--- config.mk ---
export PLATFORM = sky130hd
export DESIGN_NAME = seeprom_rd_ctrl_flat
export DESIGN_NICKNAME = d
export VERILOG_FILES = /design/src/rtl/seeprom_rd_ctrl_if.sv /design/src/rtl/seeprom_rd_ctrl.sv /design/src/flat_wrapper.sv
export SDC_FILE = /design/constraint.sdc
export NUM_CORES = 1
export LEC_CHECK = 0
export ABC_AREA = 1
export BUFFER_PORTS_ARGS = -buffer_cell sky130_fd_sc_hd__buf_2
export CAP_MARGIN = 20
export CORE_AREA = 2 2 73 89
export CTS_BUF_LIST = sky130_fd_sc_hd__clkbuf_16
export DETAILED_ROUTE_END_ITERATION = 8
export DIE_AREA = 0 0 75 91
export GPL_TIMING_DRIVEN = 0
export HOLD_SLACK_MARGIN = 0.02
export SLEW_MARGIN = 10
export SYNTH_ARGS = -nofsm -noshare
export SYNTH_HDL_FRONTEND = slang
export SYNTH_SLANG_ARGS = --single-unit
--- constraint.sdc ---
create_clock -name clk -period 2.88 [get_ports clk]
set_input_delay 0.864 -clock clk [delete_from_list [all_inputs] [get_ports clk]]
set_output_delay 0.864 -clock clk [all_outputs]
set_load 0.1 [all_outputs]
--- src/rtl/seeprom_rd_ctrl_if.sv ---
`default_nettype none
// ============================================================================
// Module   : seeprom_rd_ctrl_if
// Brief    : CPU-side handshake bundle of the SPI serial-EEPROM read sequencer.
//            master = bit-serial CPU fetch unit, slave = seeprom_rd_ctrl.
// Revision : 1.0 - initial release
// ============================================================================
interface seeprom_rd_ctrl_if #(
  parameter int ADDR_W = 16
) ();
  logic              req;   // start / restart a read at addr
  logic [ADDR_W-1:0] addr;  // start address, latched on accepted req
  logic              stop;  // terminate the stream
  logic              hold;  // CPU stall, no new data bits while high
  logic              busy;  // transaction in progress
  logic              rdy;   // one-cycle strobe: dout holds a new bit
  logic              dout;  // serial data bit towards the CPU

  modport master (
    output req, addr, stop, hold,
    input  busy, rdy, dout
  );

  modport slave (
    input  req, addr, stop, hold,
    output busy, rdy, dout
  );
endinterface
`default_nettype wire

--- src/rtl/seeprom_rd_ctrl.sv ---
`default_nettype none
// ============================================================================
// Module   : seeprom_rd_ctrl
// Brief    : SPI (mode 0) serial-EEPROM read sequencer. Selects the part,
//            shifts out READ opcode + address MSB-first, then streams MISO
//            bits to the CPU with one rdy strobe per bit. hold stalls SCK in
//            the data phase, req while busy jumps to a new address, stop ends
//            the stream.
// Revision : 1.0 - initial release
// ============================================================================
module seeprom_rd_ctrl #(
  parameter int         CLK_DIV  = 2,
  parameter int         ADDR_W   = 16,
  parameter logic [7:0] RD_CMD   = 8'h03,
  parameter int         CS_SETUP = 1,
  parameter int         CS_DESEL = 4
) (
  input  logic             clk,
  input  logic             nrst,
  seeprom_rd_ctrl_if.slave cpu,
  output logic             csn,
  output logic             sck,
  output logic             mosi,
  input  logic             miso
);

  localparam int c_DIV_W   = (CLK_DIV > 1) ? $clog2(CLK_DIV) : 1;
  localparam int c_CNT_MAX = (CS_SETUP > CS_DESEL) ? CS_SETUP : CS_DESEL;
  localparam int c_CNT_W   = (c_CNT_MAX > 1) ? $clog2(c_CNT_MAX) : 1;
  localparam int c_SHIFT_W = 8 + ADDR_W;

  localparam logic [c_DIV_W-1:0] c_DIV_LAST   = c_DIV_W'(CLK_DIV - 1);
  localparam logic [c_DIV_W-1:0] c_DIV_ONE    = c_DIV_W'(1);
  localparam logic [c_CNT_W-1:0] c_SETUP_LAST = c_CNT_W'(CS_SETUP - 1);
  localparam logic [c_CNT_W-1:0] c_DESEL_LAST = c_CNT_W'(CS_DESEL - 1);
  localparam logic [c_CNT_W-1:0] c_CNT_ONE    = c_CNT_W'(1);
  localparam logic [4:0]         c_CMD_LAST   = 5'd7;
  localparam logic [4:0]         c_ADR_LAST   = 5'(ADDR_W - 1);

  localparam logic [2:0] c_S_IDLE  = 3'd0;
  localparam logic [2:0] c_S_SETUP = 3'd1;
  localparam logic [2:0] c_S_CMD   = 3'd2;
  localparam logic [2:0] c_S_ADR   = 3'd3;
  localparam logic [2:0] c_S_DAT   = 3'd4;
  localparam logic [2:0] c_S_PAUSE = 3'd5;
  localparam logic [2:0] c_S_DESEL = 3'd6;

  logic [2:0]           r_state;
  logic [c_DIV_W-1:0]   r_div_cnt;
  logic [c_CNT_W-1:0]   r_cnt;
  logic [4:0]           r_bit_cnt;
  logic [c_SHIFT_W-1:0] r_shift;
  logic [ADDR_W-1:0]    r_addr;
  logic                 r_restart;
  logic                 r_csn;
  logic                 r_sck;
  logic                 r_mosi;
  logic                 r_dout;
  logic                 r_rdy;
  logic                 r_busy;

  logic w_div_end;
  logic w_abort;
  logic w_restart;

  // End of an SCK half-period; the abort path covers every active state
  // except DESEL, where req only refreshes the pending address.
  assign w_div_end = (r_div_cnt == c_DIV_LAST);
  assign w_abort   = (r_state != c_S_IDLE) && (r_state != c_S_DESEL) &&
                     (cpu.req || cpu.stop);
  assign w_restart = cpu.req || (r_restart && !cpu.stop);

  assign csn      = r_csn;
  assign sck      = r_sck;
  assign mosi     = r_mosi;
  assign cpu.dout = r_dout;
  assign cpu.rdy  = r_rdy;
  assign cpu.busy = r_busy;

  // Sequencer: state, SCK divider, shift-out and MISO capture.
  always_ff @(posedge clk) begin
    if (!nrst) begin
      r_state   <= c_S_IDLE;
      r_div_cnt <= '0;
      r_cnt     <= '0;
      r_bit_cnt <= '0;
      r_shift   <= '0;
      r_addr    <= '0;
      r_restart <= 1'b0;
      r_csn     <= 1'b1;
      r_sck     <= 1'b0;
      r_mosi    <= 1'b0;
      r_dout    <= 1'b0;
      r_rdy     <= 1'b0;
      r_busy    <= 1'b0;
    end else begin
      r_rdy <= 1'b0;
      if (w_abort) begin
        // Abandon the current bit/frame; req wins over stop.
        r_state   <= c_S_DESEL;
        r_csn     <= 1'b1;
        r_sck     <= 1'b0;
        r_mosi    <= 1'b0;
        r_cnt     <= '0;
        r_div_cnt <= '0;
        r_restart <= cpu.req;
        if (cpu.req) begin
          r_addr <= cpu.addr;
        end
      end else begin
        case (r_state)
          c_S_IDLE: begin
            if (cpu.req) begin
              r_addr  <= cpu.addr;
              r_busy  <= 1'b1;
              r_csn   <= 1'b0;
              r_cnt   <= '0;
              r_state <= c_S_SETUP;
            end
          end

          c_S_SETUP: begin
            if (r_cnt == c_SETUP_LAST) begin
              r_state   <= c_S_CMD;
              r_mosi    <= RD_CMD[7];
              r_shift   <= {RD_CMD[6:0], r_addr, 1'b0};
              r_div_cnt <= '0;
              r_sck     <= 1'b0;
              r_bit_cnt <= '0;
            end else begin
              r_cnt <= r_cnt + c_CNT_ONE;
            end
          end

          c_S_CMD, c_S_ADR: begin
            if (w_div_end) begin
              r_div_cnt <= '0;
              r_sck     <= ~r_sck;
              if (r_sck) begin
                // Falling edge: present the next outgoing bit.
                r_mosi  <= r_shift[c_SHIFT_W-1];
                r_shift <= r_shift << 1;
                if (r_state == c_S_CMD && r_bit_cnt == c_CMD_LAST) begin
                  r_state   <= c_S_ADR;
                  r_bit_cnt <= '0;
                end else if (r_state == c_S_ADR && r_bit_cnt == c_ADR_LAST) begin
                  r_state   <= c_S_DAT;
                  r_mosi    <= 1'b0;
                  r_bit_cnt <= '0;
                end else begin
                  r_bit_cnt <= r_bit_cnt + 5'd1;
                end
              end
            end else begin
              r_div_cnt <= r_div_cnt + c_DIV_ONE;
            end
          end

          c_S_DAT: begin
            if (w_div_end) begin
              r_div_cnt <= '0;
              if (!r_sck) begin
                if (cpu.hold) begin
                  r_state <= c_S_PAUSE;
                end else begin
                  r_sck  <= 1'b1;
                  r_dout <= miso;
                  r_rdy  <= 1'b1;
                end
              end else begin
                r_sck <= 1'b0;
              end
            end else begin
              r_div_cnt <= r_div_cnt + c_DIV_ONE;
            end
          end

          c_S_PAUSE: begin
            // SCK parked low; the held bit is taken as soon as hold drops.
            if (!cpu.hold) begin
              r_state   <= c_S_DAT;
              r_div_cnt <= '0;
              r_sck     <= 1'b1;
              r_dout    <= miso;
              r_rdy     <= 1'b1;
            end
          end

          c_S_DESEL: begin
            if (cpu.req) begin
              r_addr <= cpu.addr;
            end
            if (r_cnt == c_DESEL_LAST) begin
              r_cnt     <= '0;
              r_restart <= 1'b0;
              if (w_restart) begin
                r_state <= c_S_SETUP;
                r_csn   <= 1'b0;
              end else begin
                r_state <= c_S_IDLE;
                r_busy  <= 1'b0;
              end
            end else begin
              r_cnt     <= r_cnt + c_CNT_ONE;
              r_restart <= w_restart;
            end
          end

          default: begin
            r_state <= c_S_IDLE;
            r_csn   <= 1'b1;
            r_sck   <= 1'b0;
            r_mosi  <= 1'b0;
            r_busy  <= 1'b0;
          end
        endcase
      end
    end
  end

endmodule
`default_nettype wire

--- src/flat_wrapper.sv ---
// flat-port wrapper written by rule: the top's interface ports become plain ports
module seeprom_rd_ctrl_flat 
#(
  parameter int         CLK_DIV  = 2,
  parameter int         ADDR_W   = 16,
  parameter logic [7:0] RD_CMD   = 8'h03,
  parameter int         CS_SETUP = 1,
  parameter int         CS_DESEL = 4
)
  (clk, nrst, csn, sck, mosi, miso, cpu_req, cpu_addr, cpu_stop, cpu_hold, cpu_busy, cpu_rdy, cpu_dout);
  seeprom_rd_ctrl_if #(.ADDR_W(ADDR_W)) cpu_i ();
  input  logic clk;
  input  logic nrst;
  output logic csn;
  output logic sck;
  output logic mosi;
  input  logic miso;
  input wire logic [$bits(cpu_i.req)-1:0] cpu_req;
  input wire logic [$bits(cpu_i.addr)-1:0] cpu_addr;
  input wire logic [$bits(cpu_i.stop)-1:0] cpu_stop;
  input wire logic [$bits(cpu_i.hold)-1:0] cpu_hold;
  output wire logic [$bits(cpu_i.busy)-1:0] cpu_busy;
  output wire logic [$bits(cpu_i.rdy)-1:0] cpu_rdy;
  output wire logic [$bits(cpu_i.dout)-1:0] cpu_dout;
  assign cpu_i.req = cpu_req;
  assign cpu_i.addr = cpu_addr;
  assign cpu_i.stop = cpu_stop;
  assign cpu_i.hold = cpu_hold;
  assign cpu_busy = cpu_i.busy;
  assign cpu_rdy = cpu_i.rdy;
  assign cpu_dout = cpu_i.dout;
  seeprom_rd_ctrl #(.CLK_DIV(CLK_DIV), .ADDR_W(ADDR_W), .RD_CMD(RD_CMD), .CS_SETUP(CS_SETUP), .CS_DESEL(CS_DESEL)) u_core (.clk(clk), .nrst(nrst), .cpu(cpu_i), .csn(csn), .sck(sck), .mosi(mosi), .miso(miso));
endmodule
---- Word level (Yosys, flattened, before mapping) ----
Index checks and enable logic that the tools add are counted.
operators by class
  add/sub/neg operators ................... 3
  multiply operators ...................... 0
  div/mod/pow operators ................... 0
  magnitude comparators ................... 0
  equality and inequality tests ........... 33
  shift operators ......................... 0
  muxes and demuxes ....................... 63
  bitwise gates (word level) .............. 6
  reductions and logical operators ........ 33
operators with widths
  cell                                            number
  2-to-1 mux 24 bit                               3
  2-to-1 mux 16 bit                               3
  one-hot mux 24 bit (2 select lines)             1
  2-to-1 mux 3 bit                                12
  2-to-1 mux 1 bit                                26
  2-to-1 mux 5 bit                                5
  AND reduction 10 bit                            2
  != test 3 x 1 -> 1 bit (second input constant)  6
  one-hot mux 3 bit (6 select lines)              1
  AND reduction 5 bit                             3
  != test 2 x 1 -> 1 bit (second input constant)  6
  != test 2 bit (second input constant)           6
  one-hot mux 1 bit (3 select lines)              4
  AND reduction 4 bit                             3
  one-hot mux 5 bit (2 select lines)              1
  == test 3 bit (second input constant)           3
  != test 3 x 2 -> 1 bit (second input constant)  3
  nonzero test 3 bit                              3
  nonzero test 2 bit                              4
  == test 3 x 2 -> 1 bit (second input constant)  2
  2-to-1 mux 2 bit                                3
  != test 3 bit (second input constant)           2
  NOT 1 bit                                       6
  one-hot mux 2 bit (3 select lines)              1
  other kinds (20)                                29
word-level totals
  register bits after elaboration ......... 58
  bits in latches ......................... 0
  bits in writable memories ............... 0
  memory bits (read-only) ................. 0
  input port bits ......................... 22
  output and inout port bits .............. 6
  logic and storage cells ................. 152
  memories ................................ 0

---- Logic depth before layout (Yosys ltp) ----
Gate-level depths: netlist (run 1).
  depth in word-level cells ............... 8
  gate-level depth with buffers ........... 11
  gate-level depth less buffers ........... 11

---- Worst setup path after synthesis (run 1) ----
OpenSTA, ideal clock, no wires.
  kind .................................... register to register
  start ................................... reg u_core.r_sck, in the netlist u_core.sck
  end ..................................... reg u_core.r_shift[17]
  library setup time ...................... 118 ps
  data arrival time ....................... 2055 ps
  required time ........................... 2762 ps
  slack ................................... 707 ps
  cell stages (with the launch flop) ...... 10
  path buffers ............................ 2
  clock period less this slack ............ 2173 ps
  path through ............................ dfxtp_1 inv_1 o21ai_0 nand2_1 inv_1 nand2_1 buf_4 buf_6 nor3_1 nor2_1
on the way
  cells in the longest elaborated chain, start to end .. 2
RTL lines
  item                                     RTL line                source
  start, declared                          seeprom_rd_ctrl.sv:56   logic r_sck;
  start signal, assigned                   seeprom_rd_ctrl.sv:138  r_sck <= ~r_sck;
  != test 2 x 1 -> 1 bit (no source line)  n/a
  AND reduction 5 bit (no source line)     n/a
  end signal, assigned                     seeprom_rd_ctrl.sv:126  r_shift <= {RD_CMD[6:0], r_addr, 1'b0};
  end signal, assigned                     seeprom_rd_ctrl.sv:142  r_shift <= r_shift << 1;
  end, declared                            seeprom_rd_ctrl.sv:52   logic [c_SHIFT_W-1:0] r_shift;
Every way passes these cells.
A chain may end at the register's enable or synchronous reset.

---- Worst setup path in the final report (run 1) ----
  start ................................... in cpu_req
  end ..................................... reg u_core.r_state[1]
on the way
  cells in the longest elaborated chain, start to end .. 4
  elaborated cells on any way between the ends .. 14
  those cells by class .................... 10 x eq/ne; 1 x mux; 3 x reduce/logical
RTL lines
  item                                                             RTL line                source
  start, declared                                                  flat_wrapper.sv:18      input wire logic [$bits(cpu_i.req)-1:0] cpu_req;
  logical OR 1 bit                                                 seeprom_rd_ctrl.sv:70   (cpu.req || cpu.stop);
  logical AND 1 bit                                                seeprom_rd_ctrl.sv:69   assign w_abort = (r_state != c_S_IDLE) && (r_state != c_S_DESEL) &&
  != test 4 x 1 -> 1 bit (no source line) (tied with other cells)  n/a
  AND reduction 10 bit (no source line)                            n/a
  end signal, assigned                                             seeprom_rd_ctrl.sv:83   r_state <= c_S_IDLE;
  end signal, assigned                                             seeprom_rd_ctrl.sv:100  r_state <= c_S_DESEL;
  end signal, assigned                                             seeprom_rd_ctrl.sv:118  r_state <= c_S_SETUP;
  end, declared                                                    seeprom_rd_ctrl.sv:48   logic [2:0] r_state;
Several ways; a longest one is shown, not always the timed one.

==> summary.md, run 1 <==
| Metric | Value |
|---|---|
| Sw frac | `0.398` |
| IO Port Bufs | `27` |
| Status | `finished, final reports clean` |
| #FFs+latches synth | `57` |
| Average wire per standard cell | `12.1 um` |
| Net count after synthesis | `414` |
| Initial drt markers | `161` |
| First-pass GRT wire length | `11.0 mm` |
| Total power | `3320 uW` |
| Final setup violation count | `0` |
| Initial Utilization | `0.444` |
| Vias | `2517` |
| Critical Path RT | `3.09 ns` |
| Post-CTS Repair Setup Buffers | `0` |
| Syn_area_per_cell | `6.78 sq um` |
| Internal Power | `2000 uW` |
| Critical path launch point type | `input pin` |
| Largest net degree at the start of global routing | `11` |
| Initial DRT Pass Iterations | `4` |
| Grt ovf | `0` |
| Cts repair resizes | `0` |
| Detailed Place HPWL | `4.57 mm` |
| CP max FO | `10` |
| PD cells | `1050 nW/um^2` |
| IO Pins | `28` |
| Drt drc | `0` |
| Fin crit share | `0.718` |
| Final hold slack | `0.445 ns` |
| Setup TNS | `0 ns` |
| Core Area | `5930 sq um` |
| Initial antenna violation count | `0` |
| Fin crit period | `2.07 ns` |
| Placed insts | `498` |
| Gr usage total | `0.204` |
| Logic pwr share | `0.367` |
| CTS Hold Buffers Added | `0` |
| Post-Layout Cell Count | `513` |
| DIE AREA | `6830 sq um` |
| Clk Tree Root Cell | `clkbuf_16` |
| Synth warnings | `0` |
| Max Cap Viol | `0` |
| GP Congestion | `0.841` |
| CP endpoint kind | `flop` |
| Synth unique cells | `32` |
| Worst Hold Class | `reg -> reg` |
| Final hold vios | `0` |
| Switching pwr | `1320 uW` |
| Slew Limit Fails | `0` |
| Die Wd | `75 um` |
| Worst EP arrival | `2.28 ns` |
| Clk_skew | `0.00767 ns` |
| Post-Syn Area | `2640 sq um` |
| Pleak | `0.00144 uW` |
| Flop pwr share | `0.334` |
| Num CTS Buffers | `9` |
| Worst-case vdd ir drop | `0.471 mV` |
| Setup repair after global routing missed its margin | `no` |
| Nets@finish | `452` |
| Clock power share | `0.299` |
| Num Clock Sinks | `57` |
| Cell Rows | `31` |
| Fillers | `608` |
| Post-Syn Instances | `389` |
| CTS tree | `built` |
| Area delta synth->final | `19.5%` |
| CTS Buffer Depth | `2` |
| ANT nets after route | `0` |
| Via density per instance | `4.91` |
| Worst skew pair latency | `0.32 ns` |
| Ant diodes | `0` |
| Share of post-route cells with drive strength above 1 | `0.130` |
| Post-synthesis sequential area ratio | `0.433` |
| Die height | `91 um` |
| Vias in the first global route | `2501` |
| Worst-Margin Slew | `0.485 ns` |
| Clock-pin transition on the worst setup and hold timing paths | `0.05 ns` |
| Peak Freq | `484 MHz` |
| H-tree levels | `3` |
| Final wirelength | `6.20 mm` |
| Rel. slew slack | `0.677` |
| CP Class | `in -> reg` |
## final cells by class
cell class | count | area (sq um) | area share
inverters | 27 | 101 | 0.0322
well taps | 82 | 103 | 0.0326
flip-flops and latches | 57 | 1140 | 0.362
plain buffers | 16 | 78.8 | 0.0250
clock buffers | 9 | 225 | 0.0715
clock inverters | 6 | 51.3 | 0.0163
repair buffers | 27 | 135 | 0.0429
multi-input cells | 289 | 1320 | 0.418
## cell families (layout without fill, tap and decap cells)
kind of cell    count (synthesis)  in the layout  share of synthesized area
flops                          57             57                      0.433
fa+ha+maj                       3              3                     0.0142
simple gates                  218            218                      0.345
buf+inv                        43             85                     0.0683
compound gates                 66             66                      0.133
xor+xnor                        2              2                    0.00664
## power by group through the flow
stage / Combinational, uW / Clock (uW) / Sequential, uW
2_1_floorplan: 815 / 0 / 1250
6_report: 1220 / 993 / 1110
4_1_cts: 1230 / 1010 / 1110
5_1_grt: 1400 / 1050 / 1130
3_3_place_gp: 1200 / 0 / 1120
3_5_place_dp: 1210 / 0 / 1120
## synthesized netlist by cell type, drive strengths merged
cell	instances	share of area
nand2	93	0.13
o22ai	1	0.0024
nor3	7	0.018
a21oi	15	0.028
nand4	3	0.0071
a211oi	2	0.0057
nor3b	1	0.0028
xnor2	1	0.0033
nand3	23	0.047
nor2	90	0.13
o211ai	3	0.0085
ha	3	0.014
clkinv	1	0.0014
nand3b	1	0.0028
dfxtp	57	0.43
clkbuf	8	0.011
o21ai	43	0.082
inv	26	0.037
buf	8	0.018
o21bai	1	0.0028
a32o	1	0.0038
xor2	1	0.0033
## worst max-delay path, cell delays in order
cell,delay (ns)
buf_2,0.08
buf_2,0.19
clkinv_1,0.28
nand3_1,0.23
nand3_1,0.10
o21bai_1,0.23
nand3_1,0.14
nor2_1,0.11
nor2_1,0.05
## final timing paths
| path | start | end | slack (ns) | cells past startpoint |
|---|---|---|---|---|
| worst max register to register | u_core.r_state[0] | u_core.r_shift[16] | 1.03 | 9 |
| worst min-delay path | u_core.cpu.dout | u_core.cpu.dout | 0.44 | 2 |
| worst max-delay path | cpu_req | u_core.r_state[1] | 0.81 | 9 |
| worst min register to register | u_core.cpu.dout | u_core.cpu.dout | 0.44 | 2 |
## per-layer routing
metal / GRT usage / vias up / wire, um
li1: - / 1333 / -
met1: 0.243 / 1122 / 2800
met2: 0.350 / 52 / 3070
met3: 0.0444 / 10 / 230
met4: 0.0685 / 0 / 100
met5: 0 / - / 0
## per-stage QoR
stage	setup WS, ns	cell area [sq um]	util
after detailed placement	0.503	2880	0.485
after global routing	0.607	3150	0.531
after global placement	0.537	2880	0.485
after CTS	0.803	3150	0.531
final	0.812	3150	0.531
after floorplan	0.707	2640	-
## sequential cells by signal, summed over array words and instances, names as in the netlist, 2 cells and up
register and count:
u_core.r_shift 23, u_core.r_cnt 2, u_core.r_addr 16, u_core.r_state 3, u_core.r_bit_cnt 5
## layout by cell type, fill, tap and decap left out, types with 3 or more instances in the layout
cell,instances
a21oi_1,15
buf_2,30
clkbuf_1,8
clkbuf_16,9
clkinv_1,3
dfxtp_1,57
ha_1,3
inv_1,24
inv_2,3
nand2_1,91
nand3_1,21
nand4_1,3
nor2_1,87
nor3_1,6
o211ai_1,3
o21ai_0,41
Note: power is estimated with default switching activity, not from simulation.
==> inputs of run 2 (changes only) <==
PLACE_DENSITY = 0.65   (was not set)
clock period = 1.9 ns   (was 2.88 ns; I/O delays follow)
==> run 2 against run 1 <==
Against the previous run: first-iteration DRC count decreased by 40%; non-clock buffer count increased by 2; flip-flop and latch count unchanged; clock-buffer cell count unchanged; critical path depth increased by 2; hold slack got worse by 0.0055 ns; clock skew decreased by 0.0019 ns; utilization increased by 0.53 points; via count increased by 1.1%.
==> summary.md, run 2 (synthesized netlist as in run 1, its figures left out) <==
| Metric | Value |
|---|---|
| Worst EP arrival | `1.93 ns (-0.35 ns)` |
| Setup repair after global routing missed its margin | `no` |
| Worst-Margin Slew | `0.485 ns (+0.000444 ns)` |
| Hold path start | `u_core.cpu.dout` |
| Commonest non-fill, non-tap cell in the layout | `nand2_1` |
| Ant diodes | `0 (unchanged)` |
| CP Class | `reg -> reg` |
| H-tree levels | `3 (unchanged)` |
| Gr usage total | `0.201 (-0.00226)` |
| Worst reg2reg setup slack | `0.22 ns (-0.81 ns)` |
| Critical path launch point type | `flop` |
| Crit path from | `u_core.r_cnt[0]` |
| Slew Limit Fails | `0 (unchanged)` |
| CTS Buffer Depth | `2 (unchanged)` |
| Die height | `91 um (unchanged)` |
| Clock-pin transition on the worst setup and hold timing paths | `0.05 ns (about the same)` |
| CTS Hold Buffers Added | `0 (unchanged)` |
| Area delta synth->final | `20.7%` |
| Nets@finish | `454 (+0.44%)` |
| Biggest regs | `u_core.r_shift (23), u_core.r_addr (16), u_core.r_bit_cnt (5)` |
| Initial drt markers | `97 (-40%)` |
| Drt drc | `0 (unchanged)` |
| PD cells | `1600 nW/um^2 (+51%)` |
| ANT nets after route | `0 (unchanged)` |
| WHS Path Cells | `2 (unchanged)` |
| Vias | `2545 (+1.1%)` |
| Critical Path RT | `2.15 ns (-0.94 ns)` |
| Peak Freq | `594 MHz` |
| Initial Utilization | `0.444 (unchanged)` |
| Via density per instance | `4.93 (+0.52%)` |
| CP endpoint kind | `flop` |
| Pleak | `0.00146 uW (+1.5%)` |
| Worst-case vdd ir drop | `0.789 mV (+68%)` |
| Setup TNS | `0 ns (unchanged)` |
| Rel. slew slack | `0.679 (+0.00193)` |
| Clk_skew | `0.00582 ns (-0.00185 ns)` |
| Num Clock Sinks | `57 (unchanged)` |
| Total power | `5080 uW (+53%)` |
| Worst Hold Class | `reg -> reg` |
| IO Port Bufs | `27 (unchanged)` |
| Average wire per standard cell | `11.8 um (-2.4%)` |
| Final hold vios | `0 (unchanged)` |
| IO Pins | `28 (unchanged)` |
| DIE AREA | `6830 sq um (unchanged)` |
| Num CTS Buffers | `9 (unchanged)` |
| Status | `finished, final reports clean` |
| Cell Rows | `31 (unchanged)` |
| CTS tree | `built` |
| GP Congestion | `0.886 (+5.4%)` |
| Initial DRT Pass Iterations | `4 (unchanged)` |
| Share of post-route cells with drive strength above 1 | `0.150 (+0.0198)` |
| Final setup violation count | `0 (unchanged)` |
| Max Cap Viol | `0 (unchanged)` |
| RR Startpoint | `u_core.r_cnt[0]` |
| Die Wd | `75 um (unchanged)` |
| Fin crit period | `1.68 ns` |
| Largest net degree at the start of global routing | `11 (unchanged)` |
| Dpl cell area | `2880 sq um (about the same)` |
| Most frequent cells in the layout | `nand2_1 (90), nor2_1 (87), dfxtp_1 (53)` |
| FF-to-FF End | `u_core.r_shift[20]` |
| Biggest register | `u_core.r_shift` |
| First-pass GRT wire length | `10.6 mm (-2.8%)` |
| Core Area | `5930 sq um (unchanged)` |
| Fin crit share | `0.886` |
| Initial antenna violation count | `0 (unchanged)` |
| WHS Endpoint | `u_core.cpu.dout` |
| Detailed Place HPWL | `4.33 mm (-5.1%)` |
| Worst R2R Path Depth | `11 (+2)` |
| Max FFs per register | `23 (unchanged)` |
| Grt ovf | `0 (unchanged)` |
| Final wirelength | `6.09 mm (-1.8%)` |
| Clk Tree Root Cell | `clkbuf_16` |
| Worst skew pair latency | `0.33 ns (about the same)` |
| Cell area after layout | `3180 sq um (+0.99%)` |
| Vias in the first global route | `2429 (-2.9%)` |
| CP max FO | `10 (unchanged)` |
## run 2: cell types whose count changed in the layout (fill, tap and decap cells not counted)
cell / before / now
clkinv_1: 3 / 1
buf_4: 2 / 4
clkbuf_2: 0 / 1
nand2_2: 2 / 3
dfxtp_1: 57 / 53
dfxtp_2: 0 / 4
inv_1: 24 / 26
nand2_1: 91 / 90
clkinvlp_4: 0 / 1
clkbuf_1: 8 / 7
## run 2: final cells by class
cell class,count,area (sq um)
Tap cell,82,103
Sequential cell,57,1150
Clock buffer,9,225
Multi-Input combinational cell,289,1320
Fill cell,619,2750
Inverter,27,105
Timing Repair Buffer,29,150
Clock inverter,7,55.1
Buffer,16,80.1
## run 2: timing repair
item | in CTS | in global routing
resized for setup | 0 | 7
setup endpoints to repair | 0 | 22
buffers inserted | 0 | 2
## run 2: how the worst max path moves through the flow
stage                                     to  slack [ns]  cells after the start
after floorplan           u_core.r_shift[17]        0.09                      9
after global placement     u_core.r_state[1]       -0.14                      9
after detailed placement   u_core.r_state[1]       -0.15                      9
after CTS                  u_core.r_shift[7]        0.05                      9
after global routing      u_core.r_shift[17]        0.03                     10
final                     u_core.r_shift[20]        0.22                     11
## run 2: routing by layer
metal	track usage	up-vias	wire, um
met4	0.119	0	181
met5	0	-	0
met1	0.242	1154	2830
li1	-	1338	-
met3	0.0300	14	143
met2	0.329	39	2930
## run 2: stage by stage
step	worst slack [ns]	util	std cells	hold WS, ns
2_1_floorplan	0.0915	-	389	0.443
6_report	0.216	0.536	516	0.439
4_1_cts	0.0454	0.532	514	0.443
3_5_place_dp	-0.148	0.485	498	0.435
3_3_place_gp	-0.138	0.485	498	0.430
5_1_grt	0.0254	0.536	516	0.469
## run 2: worst max-delay path: stages, from the launching register on
cell and delay (ns):
dfxtp_1 0.36, inv_1 0.07, ha_1 0.19, inv_1 0.07, nand3_2 0.12, nand2_2 0.13, inv_1 0.07, nand2_1 0.08
buf_4 0.18, buf_6 0.15, nand2_1 0.05, a21oi_1 0.13
## run 2: where the power goes
| part | switching, uW | leakage (uW) | internal (uW) |
|---|---|---|---|
| Combinational | 1300 | 0.000844 | 582 |
| Clock | 520 | 0.000150 | 987 |
| Sequential | 194 | 0.000469 | 1500 |
| Total | 2010 | 0.00146 | 3070 |
